[src/rtl/uart_tx_fifo_feeder_if.sv]
// Bus-side and UART-side signal bundle for the UART transmit FIFO feeder.
// The master modport is the producer/UART side; the slave modport is the feeder.
interface uart_tx_fifo_feeder_if #(
    parameter int DEPTH_BITS = 4
);
    logic                  wr_en;
    logic [7:0]            wr_data;
    logic                  flush;
    logic                  clear_errors;
    logic                  full;
    logic                  empty;
    logic [DEPTH_BITS:0]   count;
    logic                  overflow;
    logic                  launch_error;
    logic                  busy;
    logic                  transmit;
    logic [7:0]            tx_byte;
    logic                  is_transmitting;

    modport master (
        output wr_en, wr_data, flush, clear_errors, is_transmitting,
        input  full, empty, count, overflow, launch_error, busy, transmit, tx_byte
    );

    modport slave (
        input  wr_en, wr_data, flush, clear_errors, is_transmitting,
        output full, empty, count, overflow, launch_error, busy, transmit, tx_byte
    );
endinterface

[src/rtl/uart_tx_fifo_feeder.sv]
// Byte FIFO feeding a UART transmitter: pops one byte per frame, launches it with a
// one-cycle transmit pulse and waits for the UART busy flag to rise and fall.
module uart_tx_fifo_feeder #(
    parameter int DEPTH_BITS   = 4,
    parameter int BUSY_TIMEOUT = 8
) (
    input  logic                    clk,
    input  logic                    rst,
    uart_tx_fifo_feeder_if.slave    bus
);
    localparam int DEPTH = 1 << DEPTH_BITS;
    localparam int TMO_W = $clog2(BUSY_TIMEOUT) + 1;

    typedef enum logic [1:0] {
        IDLE      = 2'd0,
        WAIT_BUSY = 2'd1,
        WAIT_DONE = 2'd2
    } state_t;

    state_t                 state, state_next;
    logic [7:0]             mem [DEPTH];
    logic [DEPTH_BITS-1:0]  wr_ptr, rd_ptr;
    logic [DEPTH_BITS:0]    count, count_next;
    logic                   full, empty, overflow, launch_error;
    logic                   transmit, transmit_next;
    logic [7:0]             tx_byte;
    logic [TMO_W-1:0]       tmo, tmo_next;
    logic                   pop, push, drop, tmo_hit;

    always_ff @(posedge clk) begin
        if (rst) begin
            state    <= IDLE;
            transmit <= 1'b0;
            tmo      <= '0;
        end else begin
            state    <= state_next;
            transmit <= transmit_next;
            tmo      <= tmo_next;
        end
    end

    always_comb begin
        state_next    = state;
        transmit_next = 1'b0;
        tmo_next      = tmo;
        pop           = 1'b0;
        tmo_hit       = 1'b0;
        case (state)
            IDLE: begin
                if (!empty && !bus.is_transmitting && !bus.flush) begin
                    pop           = 1'b1;
                    transmit_next = 1'b1;
                    tmo_next      = '0;
                    state_next    = WAIT_BUSY;
                end
            end
            WAIT_BUSY: begin
                if (bus.is_transmitting) begin
                    state_next = WAIT_DONE;
                end else if (tmo == TMO_W'(BUSY_TIMEOUT - 1)) begin
                    // The launched byte is abandoned; the next queued byte goes out instead.
                    tmo_hit    = 1'b1;
                    state_next = IDLE;
                end else begin
                    tmo_next = tmo + 1'b1;
                end
            end
            WAIT_DONE: begin
                if (!bus.is_transmitting) state_next = IDLE;
            end
            default: state_next = IDLE;
        endcase
    end

    // A pop frees a slot in the same cycle, so a full FIFO can still accept a write.
    assign push = bus.wr_en && !bus.flush && (!full || pop);
    assign drop = bus.wr_en && !bus.flush && full && !pop;

    always_comb begin
        count_next = count;
        if (bus.flush)         count_next = '0;
        else if (push && !pop) count_next = count + 1'b1;
        else if (pop && !push) count_next = count - 1'b1;
    end

    always_ff @(posedge clk) begin
        if (rst) begin
            wr_ptr       <= '0;
            rd_ptr       <= '0;
            count        <= '0;
            empty        <= 1'b1;
            full         <= 1'b0;
            overflow     <= 1'b0;
            launch_error <= 1'b0;
            tx_byte      <= 8'h00;
        end else begin
            if (bus.flush) begin
                wr_ptr <= '0;
                rd_ptr <= '0;
            end else begin
                if (push) wr_ptr <= wr_ptr + 1'b1;
                if (pop)  rd_ptr <= rd_ptr + 1'b1;
            end
            count        <= count_next;
            empty        <= (count_next == '0);
            full         <= (count_next == (DEPTH_BITS + 1)'(DEPTH));
            if (pop) tx_byte <= mem[rd_ptr];
            overflow     <= drop    | (overflow     & ~bus.clear_errors);
            launch_error <= tmo_hit | (launch_error & ~bus.clear_errors);
        end
    end

    always_ff @(posedge clk) begin
        if (push) mem[wr_ptr] <= bus.wr_data;
    end

    assign bus.full         = full;
    assign bus.empty        = empty;
    assign bus.count        = count;
    assign bus.overflow     = overflow;
    assign bus.launch_error = launch_error;
    assign bus.busy         = (state != IDLE) || (count != '0);
    assign bus.transmit     = transmit;
    assign bus.tx_byte      = tx_byte;
endmodule

[src/flat_wrapper.sv]
// flat-port wrapper written by rule: the top's interface ports become plain ports
module uart_tx_fifo_feeder_flat 
#(
    parameter int DEPTH_BITS   = 4,
    parameter int BUSY_TIMEOUT = 8
)
  (clk, rst, bus_wr_en, bus_wr_data, bus_flush, bus_clear_errors, bus_is_transmitting, bus_full, bus_empty, bus_count, bus_overflow, bus_launch_error, bus_busy, bus_transmit, bus_tx_byte);
  uart_tx_fifo_feeder_if #(.DEPTH_BITS(DEPTH_BITS)) bus_i ();
  input  logic clk;
  input  logic rst;
  input wire logic [$bits(bus_i.wr_en)-1:0] bus_wr_en;
  input wire logic [$bits(bus_i.wr_data)-1:0] bus_wr_data;
  input wire logic [$bits(bus_i.flush)-1:0] bus_flush;
  input wire logic [$bits(bus_i.clear_errors)-1:0] bus_clear_errors;
  input wire logic [$bits(bus_i.is_transmitting)-1:0] bus_is_transmitting;
  output wire logic [$bits(bus_i.full)-1:0] bus_full;
  output wire logic [$bits(bus_i.empty)-1:0] bus_empty;
  output wire logic [$bits(bus_i.count)-1:0] bus_count;
  output wire logic [$bits(bus_i.overflow)-1:0] bus_overflow;
  output wire logic [$bits(bus_i.launch_error)-1:0] bus_launch_error;
  output wire logic [$bits(bus_i.busy)-1:0] bus_busy;
  output wire logic [$bits(bus_i.transmit)-1:0] bus_transmit;
  output wire logic [$bits(bus_i.tx_byte)-1:0] bus_tx_byte;
  assign bus_i.wr_en = bus_wr_en;
  assign bus_i.wr_data = bus_wr_data;
  assign bus_i.flush = bus_flush;
  assign bus_i.clear_errors = bus_clear_errors;
  assign bus_i.is_transmitting = bus_is_transmitting;
  assign bus_full = bus_i.full;
  assign bus_empty = bus_i.empty;
  assign bus_count = bus_i.count;
  assign bus_overflow = bus_i.overflow;
  assign bus_launch_error = bus_i.launch_error;
  assign bus_busy = bus_i.busy;
  assign bus_transmit = bus_i.transmit;
  assign bus_tx_byte = bus_i.tx_byte;
  uart_tx_fifo_feeder #(.DEPTH_BITS(DEPTH_BITS), .BUSY_TIMEOUT(BUSY_TIMEOUT)) u_core (.clk(clk), .rst(rst), .bus(bus_i));
endmodule
[config.mk]
export PLATFORM = sky130hd
export DESIGN_NAME = uart_tx_fifo_feeder_flat
export DESIGN_NICKNAME = d
export VERILOG_FILES = /design/src/rtl/uart_tx_fifo_feeder_if.sv /design/src/rtl/uart_tx_fifo_feeder.sv /design/src/flat_wrapper.sv
export SDC_FILE = /design/constraint.sdc
export NUM_CORES = 1
export LEC_CHECK = 0
export BUFFER_PORTS_ARGS = -buffer_cell sky130_fd_sc_hd__buf_2
export CELL_PAD_IN_SITES_DETAIL_PLACEMENT = 0
export CELL_PAD_IN_SITES_GLOBAL_PLACEMENT = 1
export CORE_MARGIN = 2
export CORE_UTILIZATION = 40
export DETAILED_ROUTE_END_ITERATION = 8
export GPL_TIMING_DRIVEN = 0
export PLACE_DENSITY_LB_ADDON = 0.1
export SETUP_SLACK_MARGIN = 0.1
export SLEW_MARGIN = 20
export SYNTH_ARGS = -nofsm -noshare
export SYNTH_HDL_FRONTEND = slang
export SYNTH_SLANG_ARGS = --single-unit
[constraint.sdc]
create_clock -name clk -period 2.8 [get_ports clk]
set_input_delay 0 -clock clk [delete_from_list [all_inputs] [get_ports clk]]
set_output_delay 0 -clock clk [all_outputs]
set_load 0.03 [all_outputs]
-- Word level (Yosys, flattened, before mapping)
Memory sizes are Yosys's and may differ from the RTL's. A register that Yosys moved wholly into a read port is not among the register bits.
Cells that the tools add are included.
- add/sub/neg operators: 5
- eq/ne operators: 9
- mux-type cells: 19
- bitwise operators: 5
- reductions and logical operators: 24
- operator list (cell ; number):
    5-bit two-way mux ; 3
    4-bit by 1-bit adder with 4-bit output, second input constant ; 3
    4-bit two-way mux ; 3
    1-bit logical AND ; 8
    2-bit two-way mux ; 4
    4-bit one-hot mux with 2 select lines ; 1
    1-bit two-way mux ; 7
    1-bit zero test ; 6
    2-bit != test, second input constant ; 3
    2-bit one-hot mux with 3 select lines ; 1
    5-bit by 1-bit adder with 5-bit output, second input constant ; 1
    5-bit equality test, second input constant ; 1
    5-bit zero test ; 1
    5-bit nonzero test ; 1
    5-bit by 1-bit subtractor with 5-bit output, second input constant ; 1
    4-bit by 3-bit equality test with 1-bit output, second input constant ; 1
    4-bit AND reduction ; 1
    2-bit nonzero test ; 2
    3-bit by 2-bit != test with 1-bit output, second input constant ; 1
    3-bit AND reduction ; 1
    1-bit AND ; 2
    2-bit by 1-bit equality test with 1-bit output, second input constant ; 1
    2-bit equality test, second input constant ; 1
    2-bit zero test ; 1
    other kinds (5) ; 7
- bits in registers: 24
- RAM bits: 128
- bits of input ports: 14
- output and inout port bits: 19
- word-level logic and storage cells: 73
- memories: 1
- memory list (name ; depth ; width ; read ports ; clocked after Yosys merged registers in ; write ports ; RTL line ; text):
    u_core.mem ; 16 ; 8 ; 1 ; 1 ; 1 ; uart_tx_fifo_feeder.sv:21 ; logic [7:0] mem [DEPTH];

-- Logic depth before layout (Yosys ltp)
Gate-level depths: netlist of the first run.
- depth in word-level cells: 13
- gate-level depth with buffers: 7
- gate-level depth less buffers: 7

-- Least setup slack after synthesis of the first run
Ideal clock, no wire load.
- path kind: reg2reg
- start: register u_core.empty, in the netlist u_core.bus.empty
- end: memory u_core.mem[0][0] (enable)
- library setup time: 0.383 ns
- arrival: 2.199 ns
- data required time: 2.417 ns
- slack: 0.218 ns
- stages on the path, launching flop included: 6
- buffers on the path: 1
- clock period less this slack: 2.582 ns
- cells stage by stage: dfxtp_1 > or4_1 > buf_2 > a211oi_4 > nand2_1 > nor3_1
- word-level cells in the longest chain between the ends: 9
- RTL lines (item ; RTL line ; text):
    from (decl) ; uart_tx_fifo_feeder.sv:24 ; logic full, empty, overflow, launch_error;
    from (signal assigned) ; uart_tx_fifo_feeder.sv:105 ; empty <= (count_next == '0);
    1-bit zero test ; uart_tx_fifo_feeder.sv:50 ; if (!empty && !bus.is_transmitting && !bus.flush) begin
    1-bit logical AND (2 in a row) ; uart_tx_fifo_feeder.sv:50 ;
    1-bit two-way mux ; uart_tx_fifo_feeder.sv:50 ;
    1-bit two-way mux ; uart_tx_fifo_feeder.sv:48 ; case (state)
    1-bit logical OR ; uart_tx_fifo_feeder.sv:76 ; assign push = bus.wr_en && !bus.flush && (!full || pop);
    1-bit logical AND ; uart_tx_fifo_feeder.sv:76 ;
    1-bit two-way mux ; uart_tx_fifo_feeder.sv:114 ; if (push) mem[wr_ptr] <= bus.wr_data;
    1-bit two-way mux (not written as such) ; uart_tx_fifo_feeder.sv:114 ;
    to (decl) ; uart_tx_fifo_feeder.sv:21 ;
No other way between the ends.

-- Final worst setup path of the first run
- start: register u_core.state[1]
- end: memory u_core.mem[11][5] (enable)
- word-level cells in the longest chain between the ends: 6
- RTL lines (item ; RTL line ; text):
    from (decl) ; uart_tx_fifo_feeder.sv:20 ; state_t state, state_next;
    from (signal assigned) ; uart_tx_fifo_feeder.sv:36 ; state <= state_next;
    2-bit zero test ; uart_tx_fifo_feeder.sv:48 ;
    1-bit two-way mux ; uart_tx_fifo_feeder.sv:48 ;
    1-bit logical OR ; uart_tx_fifo_feeder.sv:76 ;
    1-bit logical AND ; uart_tx_fifo_feeder.sv:76 ;
    1-bit two-way mux ; uart_tx_fifo_feeder.sv:114 ;
    1-bit two-way mux (not written as such) ; uart_tx_fifo_feeder.sv:114 ;
No other way between the ends.

==> run_results.csv, run 1 <==
group,metric,value,unit
outcome,outcome,"completed",
placed_design,dp_hpwl,9.31,mm
worst_setup_path,cp_top_family,"simple AND/OR/NAND/NOR gates",
floorplanning,initial_core_util,40.7,%
synth,yosys.area.top_type_share,59.8,%
grt,grt_antenna_before_repair,0,
layout,final_common_cell,"edfxtp_1",
min_path,hold_path_class,"input pin to flip-flop",
clocking,clockBufferDepth,2,
sta,report.final.slew_viol_count,0,
clocking,cts_tree,"yes",
grt,grt.total_usage,17.7,%
routing,vias,3449,
floorplanning,rows,46,
layout,nNetsFinal,464,
floorplanning,die_area,17100,um2
clocking,ctsHtreeMaxLevel,4,
synth,synth_top_cell_by_area,"edfxtp_1",
synth,syn_avg_cell_area,16.9,um2
run,max-cap-violations,0,
layout,finalInstanceArea,7690,um2
synth,synth_cell_types,44,
sta,fmax,367,MHz
worst_setup_path,crit_required,2.85,ns
sta,relSlewSlack,46.5,%
grt,grt_max_degree,17,
synth,ys_async_sr_fraction,0,%
synth,synth.yosys.seq_area_share,69.8,%
synth,synth.cell_area,6420,um2
routing,drtIter0Drc,236,
layout,antenna_cells,0,
layout,final_cell_mix,"edfxtp_1, mux4_2, buf_2",
clocking,clkTransAtPathRegs,0.06,ns
placed_design,dp_worst_setup_slack,-0.0454,ns
grt,overflow,0,
synth,ys_ff_latch,160,
synth,synth_edf_count,128,
synth,ys_top_cells_by_area,"edfxtp_1, mux4_2, dfxtp_1, ha_1, nand2_1",
routing,ant_nets,0,
routing,wirelength,14.0,mm
sta,rsz0062_at_grt,"true",
floorplanning,ios,33,
sta,fin_crit_sh,97.4,%
floorplanning,die_h,131,um
layout,areaGrowthSynthToFinish,19.7,%
routing,viasPerCell,5.16,
worst_setup_path,critical_path_arrival,2.78,ns
sta,setup_viol,0,
sta,worst_pin_slew,0.803,ns
synth,syn-instance-count,379,
worst_setup_path,path_max_fanout,8,
power_and_ir_drop,peakVddDrop,0.000428,V
sta,fin_crit,2.73,ns
floorplanning,die_w,131,um
floorplanning,core_area,15800,um2
power_and_ir_drop,powerDensity,658,nW/um2
worst_setup_path,crit_type,"flip-flop to flip-flop",
synth,synthFlopType,"edfxtp_1",
worst_setup_path,max_stage_delay,0.64,ns
sta,report.final.hold_viol_count,0,
worst_setup_path,reg2reg_from,"u_core.state[1]",
clocking,cts.sinks,160,
worst_setup_path,crit_buf_inv,1,
grt,grt_pass1_vias,3388,
power_and_ir_drop,p_leak,2.47,nW
layout,drive_gt1_share,28.3,%
placed_design,gp_congestion,0.734,
routing,wl_per_cell,20.9,um
clocking,clock_latency,0.42,ns
routing,post-route-drc-count,0,
worst_setup_path,end_kind,"flip-flop",
worst_setup_path,path_cells,"or4_1 > buf_2 > a211oi_4 > nand2_2 > nor2_1",
placed_design,portBuffers,31,
min_path,worstHoldStart,"bus_wr_data[0]",
synth,yosys_warnings,0,
synth,syn_nets,402,
clocking,clock-root-buffer,"clkbuf_16",
placed_design,placed_area,6870,um2
clocking,cts_made_buffers,17,
routing,drt-pass1-iter-count,5,
worst_setup_path,worstSetupStartpoint,"u_core.state[1]",
worst_setup_path,critPathSlowestCell,"nor2_1",
sta,final.setup_skew,0.00766,ns
worst_setup_path,critPathLaunchType,"flip-flop",
sta,setup_ws,0.0715,ns
grt,grt_pass1_wl,20.9,mm
==> cell usage after synthesis (4+ instances only) <==
cell and n:
dfxtp_1 32, or4_1 4, inv_1 9, edfxtp_1 128
xor2_1 7, nand2_1 30, ha_1 9, clkbuf_1 13
buf_2 5, nand2b_1 5, nor3_1 10, nor2_1 29
mux4_2 40, a21oi_1 16
==> power by group <==
part	leakage (nW)	switching, mW	internal [mW]
Combinational	0.779	0.120	0.0652
Sequential	1.41	0.00980	2.58
Clock	0.277	0.898	1.39
==> area by class of cell <==
| type | count | area (um2) |
|---|---|---|
| tap | 216 | 270 |
| buffer | 20 | 81.3 |
| timing repair buffer | 43 | 305 |
| sequential | 160 | 4480 |
| multi-input combinational | 190 | 1940 |
| clock buffer | 20 | 437 |
| inverter | 9 | 33.8 |
| clock inverter | 11 | 141 |
| fill | 1381 | 8080 |
==> per-stage QoR <==
stage / hold slack, ns / cells / power (mW) / utilization, % / TNS (ns)
3_3_place_gp: 0.271 / 626 / 2.81 / 43.4 / -13.22
5_1_grt: 0.0107 / 669 / 5.21 / 48.8 / -1.14
4_1_cts: 0.00487 / 666 / 5.10 / 47.9 / -2.04
2_1_floorplan: 0.0965 / 379 / 2.73 / - / 0
6_report: 0.00573 / 669 / 5.06 / 48.8 / 0
3_5_place_dp: 0.284 / 626 / 2.81 / 43.6 / -0.981
==> logic make-up after synthesis <==
group                      synth area share [%]
and+or+nand+nor                            8.24
DFF                                        69.8
xor gates and xnor gates                   1.36
adders and majority gates                  1.75
muxes                                      14.5
AOI/OAI and AO/OA                          2.55
buffers and inverters                      1.79
==> worst reg2reg max path, cell delays in order, from the launching register on <==
cell and delay (ns):
dfxtp_1 0.36, or4_1 0.52, buf_2 0.19, a211oi_4 0.43, nand2_2 0.22, nor2_1 0.64
==> flip-flops by register name (all words and copies together) (netlist names) <==
register / flops
u_core.bus.launch_error: 1
u_core.bus.full: 1
u_core.bus.tx_byte: 8
u_core.bus.transmit: 1
u_core.bus.count: 5
u_core.mem: 128
u_core.wr_ptr: 4
u_core.bus.empty: 1
u_core.bus.overflow: 1
u_core.rd_ptr: 4
u_core.state: 2
u_core.tmo: 4
==> what timing repair did <==
action / in CTS / in global routing
gates resized for setup: 6 / 17
endpoints found under the setup margin: 128 / 96
endpoints found under the hold margin: 74 / 0
pin swaps: 0 / 4
buffers inserted: 0 / 3
hold buffers: 9 / 0
==> final timing paths <==
path	end	slack (ns)	depth (start not counted)
min	u_core.mem[3][0]	0.006	1
max	u_core.mem[11][5]	0.07	5
min reg2reg	u_core.bus.tx_byte[4]	0.45	2
max reg2reg	u_core.mem[11][5]	0.07	5
==> metal layers <==
| metal | vias to the layer above | routed length, um | track usage [%] |
|---|---|---|---|
| met1 | 1765 | 6640 | 24.9 |
| met4 | 0 | 183 | 5.63 |
| li1 | 1601 | - | - |
| met5 | - | 0 | 0 |
| met2 | 67 | 6680 | 27.1 |
| met3 | 16 | 490 | 4.52 |
Power figures use the tool's default switching activity.
==> inputs of run 2 (changes only) <==
--- a/config.mk
+++ b/config.mk
@@ -9,7 +9,7 @@
 export CELL_PAD_IN_SITES_DETAIL_PLACEMENT = 0
 export CELL_PAD_IN_SITES_GLOBAL_PLACEMENT = 1
 export CORE_MARGIN = 2
-export CORE_UTILIZATION = 40
+export CORE_UTILIZATION = 52
 export DETAILED_ROUTE_END_ITERATION = 8
 export GPL_TIMING_DRIVEN = 0
 export PLACE_DENSITY_LB_ADDON = 0.1
==> run 2 against run 1 <==
Effect of this change:
- core utilization up 15 points
- clock-buffer cell count up 4
- design area down 1.1%
- worst setup slack better by 0.20 ns
- power up 0.37%
- sequential power about the same
- register-to-register slack better by 0.20 ns
- global-route usage up 2.8 points
- via count down 1.1%
- critical path type unchanged
- highest routed layer unchanged
==> run_results.csv, run 2 (synthesis gave the netlist of run 1 again) <==
group,metric,value,unit
outcome,outcome,"completed",
layout,antenna_cells,0,
min_path,whs_path_depth,3,
sta,setup_viol,0,
layout,areaGrowthSynthToFinish,18.3,%
clocking,ctsHtreeMaxLevel,4,
routing,wl_per_cell,20.4,um
worst_setup_path,path_cells,"or4_1 > buf_2 > a211oi_4 > buf_4 > nand2_1 > nor2_2",
floorplanning,rows,40,
placed_design,portBuffers,31,
clocking,clkTransAtPathRegs,0.06,ns
worst_setup_path,critPathLaunchType,"flip-flop",
routing,ant_nets,0,
sta,rsz0062_at_grt,"false",
clocking,cts.sinks,160,
layout,n_fill_cell,884,
layout,reg_top3,"u_core.mem (128), u_core.bus.tx_byte (8), u_core.bus.count (5)",
sta,setup-tns-final,0,ns
routing,viasPerCell,5.65,
layout,largest_register,"u_core.mem",
power_and_ir_drop,p_total,5.08,mW
grt,grt_pass1_vias,3421,
worst_setup_path,critical_path_arrival,2.57,ns
sta,fin_crit,2.53,ns
power_and_ir_drop,peakVddDrop,0.000503,V
worst_setup_path,reg2reg_from,"u_core.state[1]",
sta,final.setup_skew,0.00737,ns
floorplanning,die_h,115,um
sta,worst_pin_slew,0.841,ns
clocking,clockBufferDepth,2,
sta,fmax,395,MHz
run,max-cap-violations,0,
clocking,clock-root-buffer,"clkbuf_16",
placed_design,dp_hpwl,8.44,mm
sta,report.final.hold_viol_count,0,
clocking,clock_latency,0.41,ns
floorplanning,die_area,13300,um2
routing,vias,3411,
placed_design,dp_worst_setup_slack,-0.0817,ns
routing,wirelength,12.3,mm
min_path,min_to,"u_core.bus.overflow",
min_path,worstHoldStart,"bus_wr_en",
layout,stdcell_count,604,
grt,grt.total_usage,20.5,%
sta,relSlewSlack,43.9,%
worst_setup_path,critPathSlowestCell,"or4_1",
worst_setup_path,crit_required,2.84,ns
layout,nNetsFinal,467,
worst_setup_path,reg2reg_slack,0.27,ns
worst_setup_path,r2r_cells,6,
clocking,cts_tree,"yes",
layout,largest_register_ffs,128,
grt,grt_max_degree,17,
layout,drive_gt1_share,28.4,%
layout,final_common_cell,"edfxtp_1",
worst_setup_path,crit_type,"flip-flop to flip-flop",
layout,final_cell_mix,"edfxtp_1, mux4_2, buf_2",
grt,grt_antenna_before_repair,0,
clocking,cts_made_buffers,17,
floorplanning,initial_core_util,53.5,%
floorplanning,die_w,115,um
grt,overflow,0,
worst_setup_path,end_kind,"flip-flop",
grt,grt_pass1_wl,19.3,mm
routing,drt-pass1-iter-count,4,
sta,setup_ws,0.270,ns
worst_setup_path,worstReg2RegEnd,"u_core.mem[5][0]",
worst_setup_path,max_stage_delay,0.52,ns
min_path,hold_path_class,"input pin to flip-flop",
sta,fin_crit_sh,90.4,%
placed_design,dp.cells,557,
worst_setup_path,path_max_fanout,8,
power_and_ir_drop,powerDensity,668,nW/um2
routing,post-route-drc-count,0,
placed_design,gp_congestion,0.819,
routing,drtIter0Drc,240,
power_and_ir_drop,p_leak,2.49,nW
sta,report.final.slew_viol_count,0,
floorplanning,ios,33,
floorplanning,core_area,12000,um2
==> run 2: power breakdown <==
group          total [mW]  internal (mW)  switching, mW  leakage [nW]
Clock                2.32           1.45          0.870         0.299
Sequential           2.59           2.58        0.00996          1.41
Combinational       0.177         0.0661          0.111         0.784
==> run 2: routing by layer <==
metal / vias up / GRT usage (%) / wire length, um
met1: 1707 / 27.8 / 5450
met2: 77 / 32.6 / 6080
li1: 1613 / - / -
met3: 14 / 5.32 / 606
met4: 0 / 7.39 / 189
met5: - / 0 / 0
==> run 2: area by class of cell <==
class                      instances  area (um2)  share of cell area, %
clock inverter                     8         101                   1.33
buffer                            20        81.3                   1.07
clock buffer                      24         504                   6.63
multi-input combinational        190        1900                   25.0
tap                              147         184                   2.42
inverter                           9        33.8                  0.444
timing repair buffer              46         310                   4.08
sequential                       160        4480                   59.0
==> run 2: stage by stage <==
step                hold WS (ns)  cell area, um2  util [%]
floorplan                 0.0965            6420         -
global placement           0.239            6760      56.3
detailed placement         0.242            6780      56.5
CTS                       0.0297            7520      62.6
global route              0.0678            7600      63.3
finish                    0.0386            7600      63.3
==> run 2: critical path: cells and delay by family, from the launching register on <==
family          cells  cell delay [ns]
simple gates        3             1.23
buf+inv             2             0.38
compound gates      1             0.19
flops               1             0.36
==> run 2: worst max-delay path by stage <==
stage	from	slack (ns)	cells after the start	to
global route	u_core.state[0]	0.15	6	u_core.mem[0][2]
floorplan	u_core.bus.empty	0.22	5	u_core.mem[0][0]
global placement	u_core.state[1]	-0.49	5	u_core.mem[0][3]
detailed placement	u_core.state[0]	-0.08	5	u_core.mem[5][3]
finish	u_core.state[1]	0.27	6	u_core.mem[5][0]
CTS	u_core.state[1]	-0.09	5	u_core.mem[8][0]
==> run 2: timing repair <==
item                                    4_1_cts  5_1_grt
endpoints found under the hold margin       135        0
gates resized for setup                       5       12
cloned                                        0        0
endpoints found under the setup margin      120      120
hold buffers                                 12        0
setup buffers                                 0        3
pin swaps                                     0        2
